<file path="config.mk">
export PLATFORM = sky130hd
export DESIGN_NAME = jt5205_interpol_nx
export DESIGN_NICKNAME = d
export VERILOG_FILES = /design/src/rtl/jt5205_pkg.sv /design/src/rtl/jt5205_interpol_ch.sv /design/src/rtl/jt5205_interpol_nx.sv
export SDC_FILE = /design/constraint.sdc
export NUM_CORES = 1
export LEC_CHECK = 0
export ABC_CLOCK_PERIOD_IN_PS = 3600
export BUFFER_PORTS_ARGS = -buffer_cell sky130_fd_sc_hd__buf_2
export CAP_MARGIN = 25
export CELL_PAD_IN_SITES_DETAIL_PLACEMENT = 0
export CELL_PAD_IN_SITES_GLOBAL_PLACEMENT = 1
export CORE_MARGIN = 10
export CORE_UTILIZATION = 43
export CTS_CLUSTER_SIZE = 30
export DETAILED_ROUTE_END_ITERATION = 10
export HOLD_SLACK_MARGIN = 0.02
export PLACE_DENSITY_LB_ADDON = 0.1
export REMOVE_ABC_BUFFERS = 1
export SLEW_MARGIN = 20
export SYNTH_ARGS = -nofsm -noshare
export SYNTH_HDL_FRONTEND = slang
export SYNTH_SLANG_ARGS = --single-unit
</file>
<file path="constraint.sdc">
create_clock -name clk -period 3.6 [get_ports clk]
set_input_delay 0.72 -clock clk [delete_from_list [all_inputs] [get_ports clk]]
set_output_delay 0.72 -clock clk [all_outputs]
set_load 0.03 [all_outputs]
</file>
<file path="src/rtl/jt5205_pkg.sv">
//------------------------------------------------------------------------------
// Module      : jt5205_pkg
// Description : Shared constants and helpers for the jt5205 N-times interpolator
// Revision    : 1.0
//------------------------------------------------------------------------------
`default_nettype none

package jt5205_pkg;

   localparam int c_def_dw    = 12;
   localparam int c_def_log2n = 2;

   // Phase counts 0..N, so it needs one more bit than log2(N)
   function automatic int phase_w(input int log2n);
      return $clog2(1 << log2n) + 1;
   endfunction

   // Saturated phase value that marks HOLD
   function automatic int hold_n(input int log2n);
      return 1 << log2n;
   endfunction

endpackage

`default_nettype wire

</file>
<file path="src/rtl/jt5205_interpol_ch.sv">
//------------------------------------------------------------------------------
// Module      : jt5205_interpol_ch
// Description : One channel of the interpolator: cur, delta, acc and output reg.
//               JT5205_INTERPOL_ROUND_EN selects round-half-up output.
// Revision    : 1.0
//------------------------------------------------------------------------------
`default_nettype none

module jt5205_interpol_ch
   import jt5205_pkg::*;
#(
   parameter int DW    = c_def_dw,
   parameter int LOG2N = c_def_log2n
)(
   input  logic          clk,
   input  logic          rst_n,
   input  logic          i_load,
   input  logic          i_step,
   input  logic          i_hold,
   input  logic [DW-1:0] i_din,
   output logic [DW-1:0] o_dout
);

   localparam int c_aw = DW + LOG2N + 1;

   logic signed [DW-1:0]   r_cur;
   logic signed [DW:0]     r_delta;
   logic signed [c_aw-1:0] r_acc;
   logic signed [DW-1:0]   r_dout;

   logic signed [DW:0]     w_delta_new;
   logic signed [c_aw-1:0] w_cur_sc;
   logic signed [c_aw-1:0] w_delta_new_ext;
   logic signed [c_aw-1:0] w_delta_ext;
   logic signed [DW-1:0]   w_out;

   assign w_delta_new     = {i_din[DW-1], i_din} - {r_cur[DW-1], r_cur};
   assign w_cur_sc        = {r_cur[DW-1], r_cur, {LOG2N{1'b0}}};
   assign w_delta_new_ext = {{LOG2N{w_delta_new[DW]}}, w_delta_new};
   assign w_delta_ext     = {{LOG2N{r_delta[DW]}}, r_delta};

   // acc stays within [min*N, max*N], so the selected field never overflows
`ifdef JT5205_INTERPOL_ROUND_EN
   assign w_out = r_acc[LOG2N +: DW] + DW'(r_acc[LOG2N-1]);
`else
   assign w_out = r_acc[LOG2N +: DW];
`endif

   always_ff @(posedge clk or negedge rst_n) begin
      if (!rst_n) begin
         r_cur   <= '0;
         r_delta <= '0;
         r_acc   <= '0;
         r_dout  <= '0;
      end else if (i_load) begin
         r_cur   <= i_din;
         r_delta <= w_delta_new;
         if (i_step) begin
            // Coincident strobe: emit old cur and take the first new step now
            r_acc  <= w_cur_sc + w_delta_new_ext;
            r_dout <= r_cur;
         end else begin
            r_acc  <= w_cur_sc;
         end
      end else if (i_step) begin
         r_dout <= w_out;
         if (!i_hold) begin
            r_acc <= r_acc + w_delta_ext;
         end
      end
   end

   assign o_dout = r_dout;

endmodule

`default_nettype wire

</file>
<file path="src/rtl/jt5205_interpol_nx.sv">
//------------------------------------------------------------------------------
// Module      : jt5205_interpol_nx
// Description : CH-channel 2^LOG2N linear interpolator; owns the shared phase.
//               Optional JT5205_INTERPOL_ROUND_EN enables rounded output.
// Revision    : 1.0
//------------------------------------------------------------------------------
`default_nettype none

module jt5205_interpol_nx
   import jt5205_pkg::*;
#(
   parameter int DW    = c_def_dw,
   parameter int LOG2N = c_def_log2n,
   parameter int CH    = 1
)(
   input  logic             clk,
   input  logic             rst_n,
   input  logic             cen_in,
   input  logic             cen_out,
   input  logic [CH*DW-1:0] din,
   output logic [CH*DW-1:0] dout,
   output logic             dout_cen
);

   localparam int             c_pw   = phase_w(LOG2N);
   localparam logic [c_pw-1:0] c_hold = c_pw'(hold_n(LOG2N));

   logic [c_pw-1:0] r_phase;
   logic            r_dout_cen;
   logic            w_hold;

   assign w_hold = (r_phase == c_hold);

   always_ff @(posedge clk or negedge rst_n) begin
      if (!rst_n) begin
         r_phase    <= c_hold;
         r_dout_cen <= 1'b0;
      end else begin
         r_dout_cen <= cen_out;
         if (cen_in) begin
            r_phase <= cen_out ? c_pw'(1) : '0;
         end else if (cen_out && !w_hold) begin
            r_phase <= r_phase + c_pw'(1);
         end
      end
   end

   assign dout_cen = r_dout_cen;

   generate
      for (genvar k = 0; k < CH; k++) begin : g_ch
         jt5205_interpol_ch #(
            .DW    (DW),
            .LOG2N (LOG2N)
         ) u_ch (
            .clk    (clk),
            .rst_n  (rst_n),
            .i_load (cen_in),
            .i_step (cen_out),
            .i_hold (w_hold),
            .i_din  (din[k*DW +: DW]),
            .o_dout (dout[k*DW +: DW])
         );
      end
   endgenerate

endmodule

`default_nettype wire
</file>
* Word-level counts from Yosys, hierarchy flattened
Index checks and enable logic that the tools add are counted.
** Cells by class
- Muxes and demuxes :: 10
- Equality and inequality tests :: 2
- Reduce and logical (&&, ||, !) cells :: 5
- $add $sub $neg :: 4
** Operators with widths (number)
- 15-bit two-way mux :: 4
- 12-bit two-way mux :: 3
- 14-bit by 13-bit adder with 15-bit output :: 1
- 15-bit by 13-bit adder with 15-bit output :: 1
- 12-bit by 12-bit subtractor with 13-bit output :: 1
- 3-bit two-way mux :: 2
- 2-bit nonzero test :: 2
- 3-bit by 1-bit adder with 3-bit output, second input constant :: 1
- 3-bit == test, second input constant :: 1
- 2-bit inequality test, second input constant :: 1
- 2-bit AND reduction :: 1
- 1-bit logical AND :: 1
- 1-bit zero test :: 1
- 1-bit two-way mux :: 1
** Word-level totals
- Input port bits :: 16
- Bits in registers :: 56
- Word-level logic and storage cells :: 27
- Output and inout bits :: 13

* Depth between registers and ports, before layout
- Depth after elaboration :: 5
- Gate-level depth with buffers :: 16
- Mapped depth without buffers :: 16

* Modules after synthesis
A second synthesis with hierarchy kept.
** Unflattened totals
- Cell total of the unflattened synthesis :: 440
- Area, all modules :: 4005.1 µm²
** Modules (own cells, without submodules)
- jt5205_interpol_ch :: sequential area each 1276.2 µm², cells an instance 421, area an instance 3799.9 µm², times used 1
- jt5205_interpol_nx :: sequential area each 101.3 µm², cells an instance 19, area an instance 205.2 µm², times used 1

* Least setup slack after synthesis
No wires, ideal clock.
- Path type :: input to register
- Start point :: in din[1]
- End point :: reg g_ch[0].u_ch.r_acc[13]
- Stages on the path :: 13
- Data required time :: 3.464 ns
- Arrival time :: 3.618 ns
- Setup time :: 0.136 ns
- Path buffers :: 0
- Path slack :: -0.154 ns
- Cell sequence :: ha_1 > nor2b_1 > o31a_1 > or4_4 > a31oi_1 > xnor2_1 > ha_1 > or4_1 > nand3_1 > o211ai_1 > mux4_2 > o211ai_1 > a21oi_1
** Between the ends
- Cells in the longest elaborated chain, start to end :: 4
** RTL lines
- start, declared :: RTL line jt5205_interpol_nx.sv:20 : input logic [CH*DW-1:0] din,
- 12-bit by 12-bit subtractor with 13-bit output :: RTL line jt5205_interpol_ch.sv:37 : assign w_delta_new = {i_din[DW-1], i_din} - {r_cur[DW-1], r_cur};
- named net g_ch[0].u_ch.w_delta_new[7] :: RTL line jt5205_interpol_ch.sv:31 : logic signed [DW:0] w_delta_new;
- 14-bit by 13-bit adder with 15-bit output :: RTL line jt5205_interpol_ch.sv:60 : r_acc <= w_cur_sc + w_delta_new_ext;
- 15-bit two-way mux :: RTL line jt5205_interpol_ch.sv:58 : if (i_step) begin
- 15-bit two-way mux :: RTL line jt5205_interpol_ch.sv:55 : end else if (i_load) begin
- end signal, assigned :: RTL line jt5205_interpol_ch.sv:60
- end signal, assigned :: RTL line jt5205_interpol_ch.sv:63 : r_acc <= w_cur_sc;
- end signal, assigned :: RTL line jt5205_interpol_ch.sv:68 : r_acc <= r_acc + w_delta_ext;
- end, declared :: RTL line jt5205_interpol_ch.sv:28 : logic signed [c_aw-1:0] r_acc;
The timed path passes the listed nets, and every way through them passes these cells.
A chain may end at the register's enable or synchronous reset.

* Worst setup path in the final report
Same ends and word-level chain as after synthesis.

==> summary.md <==
| Metric | Value |
|---|---|
| Fin nets | `roughly 570` |
| Synthesized area per cell | `~9 um^2` |
| Setup TNS | `-0.0215 ns` |
| Die area | `0.0136 mm^2` |
| CP max FO | `4` |
| Number of DRC markers in iteration 0 | `141` |
| Worst Setup Start Kind | `input port` |
| Peak supply drop | `roughly 230 uV` |
| Largest net degree at the start of global routing | `56` |
| Core outline area | `a little over 0.009 mm^2` |
| Max Clock Freq | `approximately 280 MHz` |
| Static leakage | `approximately 2.2 nW` |
| DP Worst Slack | `-0.484 ns` |
| Sequential element share of the synthesized area | `between 30% and 40%` |
| Max-cap violations | `0` |
| All-Layer GR Usage | `between 15 and 20%` |
| Overall Power | `around 3.0 mW` |
| H-Tree Depth | `2` |
| Initial antenna violation count | `1` |
| Status | `finished with violations` |
| First-pass GRT wire length | `roughly 17 mm` |
| Pwr/cell area | `approximately 640 mW/mm^2` |
| Gr ovfl total | `0` |
| Drt total wl | `~10 mm` |
| Worst endpoint data arrival time | `3.80 ns` |
| Post-synthesis cell area | `slightly above 0.004 mm^2` |
| Most crowded layer after global routing | `met2` |
| Crit path from | `din[1]` |
| Site Rows | `35` |
| Vias in the first global route | `roughly 3400` |
| M2 GR Usage | `23.2%` |
| Pre-Repair DR Iteration Count | `4` |
| Filler instances | `~910` |
| DRC viols | `0` |
| Type of the worst min-delay path | `in2async` |
| Slew Limit Fails | `0` |
| Routed Antenna Nets | `0` |
| Worst rel slew slack | `about 58%` |
| Reg-to-reg endpoint | `g_ch[0].u_ch.r_acc[13]` |
| Final period util | `101%` |
| Slack of the critical path | `-0.0215 ns` |
| Final hold slack | `0.309 ns` |
| CTS tree | `done` |
| Final core area utilization | `around half` |
| CP Data Required Time | `about 3.8 ns` |
| IO Count | `29` |
| Slew @ Worst Pin | `around 0.63 ns` |
| Critical Path End | `g_ch[0].u_ch.r_acc[13]` |
| Die Wd | `117 um` |
| Endpoints failing setup | `1` |
| Layout cell share with drive strength beyond 1 | `roughly 22%` |
| Via-to-Cell Ratio | `around 5.5` |
| Post-synth EDFFs | `0` |
| GRT met1 Usage | `21.3%` |
| Yosys warns | `0` |
| M3 GR Usage | `1.53%` |
| Starting Density | `about 44%` |
| Dpl hpwl | `around 7.7 mm` |
| Reg2Reg Depth | `14` |
| Period minus WS final | `approximately 3.6 ns` |
| CTS Buffer Depth | `2` |
| Worst skew pair latency | `just over 0.3 ns` |
| CTS Sinks | `55` |
| Ys async rst share | `100%` |
| Most used DFF post-synth | `dfrtp_1` |
| WS Path Type | `in2reg` |
| Most common cell after layout, fill and taps aside | `dfrtp_1` |
| CTS root buffer | `clkbuf_8` |
| Yosys reg bits | `55` |
| TritonCTS buffer count | `5` |
| Synth cell types | `50` |
| Most frequent cells in the layout | `dfrtp_1 (54), buf_4 (43), nor2_1 (42)` |
| R2R Path Start | `g_ch[0].u_ch.r_cur[1]` |
| Port Buf Inserts | `28` |
| Vias after detailed routing | `3412` |
| Die Ht | `approximately 120 um` |
| Syn Inst Count | `448` |
| Failing checks | `negative setup slack` |
| Endpoints failing hold | `0` |
| Reg2reg setup slack | `approximately 0.05 ns` |
| Area grow syn2layout | `18.4%` |
| Post-CTS Hold Fix Bufs | `0` |
| RSZ-0062 raised after global routing | `true` |
| Endpoint class of the critical path | `flop` |
| WL/cell | `around 16 um` |
| Clock skew | `0.00809 ns` |
| Reg clk slew, reported paths | `around 0.1 ns` |
| RD Place Congestion | `around 0.85` |
[critical path: stages]
cell and delay (ns):
buf_8 0.10, ha_4 0.22, nor2b_4 0.12, o31a_1 0.25
or4_4 0.44, a31o_1 0.23, o41ai_2 0.24, xnor2_1 0.14
ha_1 0.34, nand3_1 0.08, o211ai_1 0.23, mux4_2 0.52
o211ai_1 0.11, a21oi_1 0.05
[routing by layer]
layer	wire length (um)	share of wire, %
met2	4440	45
met5	0	0
met3	182	1.8
met4	250	2.5
met1	5080	51
[layout make-up]
cell class	instances	area [um^2]	area share (%)
Clock inverter	1	8.76	0.183
Multi-Input combinational cell	351	2570	53.8
Sequential cell	55	1380	28.9
Antenna cell	1	2.50	0.0524
Timing Repair Buffer	72	493	10.3
Tap cell	111	139	2.91
Clock buffer	7	86.3	1.81
Inverter	26	97.6	2.04
[cells by family (layout without fill, tap and decap cells)]
group | count (synthesis) | after routing | share of synthesized area, %
buffers and inverters | 42 | 106 | 3.91
flip-flops | 55 | 55 | 34.2
AO/OA/AOI/OAI | 134 | 134 | 20.9
AND/OR/NAND/NOR | 119 | 119 | 13.5
XOR/XNOR | 24 | 24 | 5.21
other | 0 | 1 | 0
adder cells (fa/ha/maj) | 42 | 42 | 13.6
multiplexers | 32 | 32 | 8.75
[worst min path at each step]
stage / depth (start not counted) / slack [ns] / endpoint / startpoint
after CTS: 1 / 0.31 / g_ch[0].u_ch.o_dout[0] / rst_n
after global placement: 2 / 0.47 / g_ch[0].u_ch.r_delta[0] / g_ch[0].u_ch.r_delta[0]
after floorplan: 0 / 0.42 / dout_cen / rst_n
after detailed placement: 2 / 0.50 / g_ch[0].u_ch.r_delta[0] / g_ch[0].u_ch.r_delta[0]
final: 1 / 0.31 / g_ch[0].u_ch.o_dout[0] / rst_n
after global routing: 1 / 0.32 / g_ch[0].u_ch.o_dout[0] / rst_n
[where the power goes]
group | internal, mW | total, mW | switching [mW]
logic | 0.828 | 1.77 | 0.940
clock network | 0.159 | 0.375 | 0.217
registers | 0.774 | 0.897 | 0.123
[timing repair]
| action | 4_1_cts | 5_1_grt |
|---|---|---|
| setup endpoints to repair | 2 | 6 |
| gates resized for setup | 3 | 16 |
| pin swaps | 0 | 8 |
| buffers inserted | 0 | 2 |
| endpoints found under the hold margin | 0 | 0 |
[through the flow]
step,instance area [um^2],std cells
finish,4770,624
global placement,4560,612
CTS,4680,621
floorplan,3970,432
detailed placement,4580,613
global route,4770,624
[cell usage after synthesis, types with 2 or more instances]
| cell | n | area share [%] |
|---|---|---|
| a211oi_1 | 12 | 2.2 |
| a21o_1 | 9 | 1.7 |
| a21oi_1 | 40 | 5.0 |
| a311oi_1 | 2 | 0.43 |
| a31o_2 | 2 | 0.43 |
| a31oi_1 | 6 | 0.93 |
| a41oi_1 | 2 | 0.43 |
| and2_1 | 2 | 0.31 |
| and3_1 | 4 | 0.62 |
| buf_1 | 3 | 0.28 |
| clkbuf_1 | 13 | 1.2 |
| dfrtp_1 | 54 | 34 |
| fa_1 | 3 | 1.5 |
| ha_1 | 39 | 12 |
| inv_1 | 26 | 2.4 |
| mux2_2 | 12 | 3.4 |
| mux2i_1 | 18 | 4.5 |
| nand2_1 | 34 | 3.2 |
| nand3_1 | 9 | 1.1 |
| nor2_1 | 42 | 3.9 |
| nor2b_1 | 6 | 0.93 |
| nor3_1 | 8 | 0.99 |
| nor4_1 | 3 | 0.47 |
| o211ai_1 | 5 | 0.93 |
| o21a_1 | 8 | 1.5 |
| o21ai_0 | 33 | 4.1 |
| o31a_1 | 3 | 0.65 |
| o31ai_1 | 3 | 0.56 |
| or2_2 | 2 | 0.31 |
| or3_1 | 3 | 0.47 |
| xnor2_1 | 14 | 3.0 |
| xor2_1 | 10 | 2.2 |
[flip-flops by register name, summed over array words and instances (netlist names)]
signal,count
g_ch.u_ch.r_cur,12
r_phase,3
g_ch.u_ch.r_delta,13
g_ch.u_ch.r_acc,14
dout_cen,1
g_ch.u_ch.o_dout,12
(Power assumes the default switching activity.)
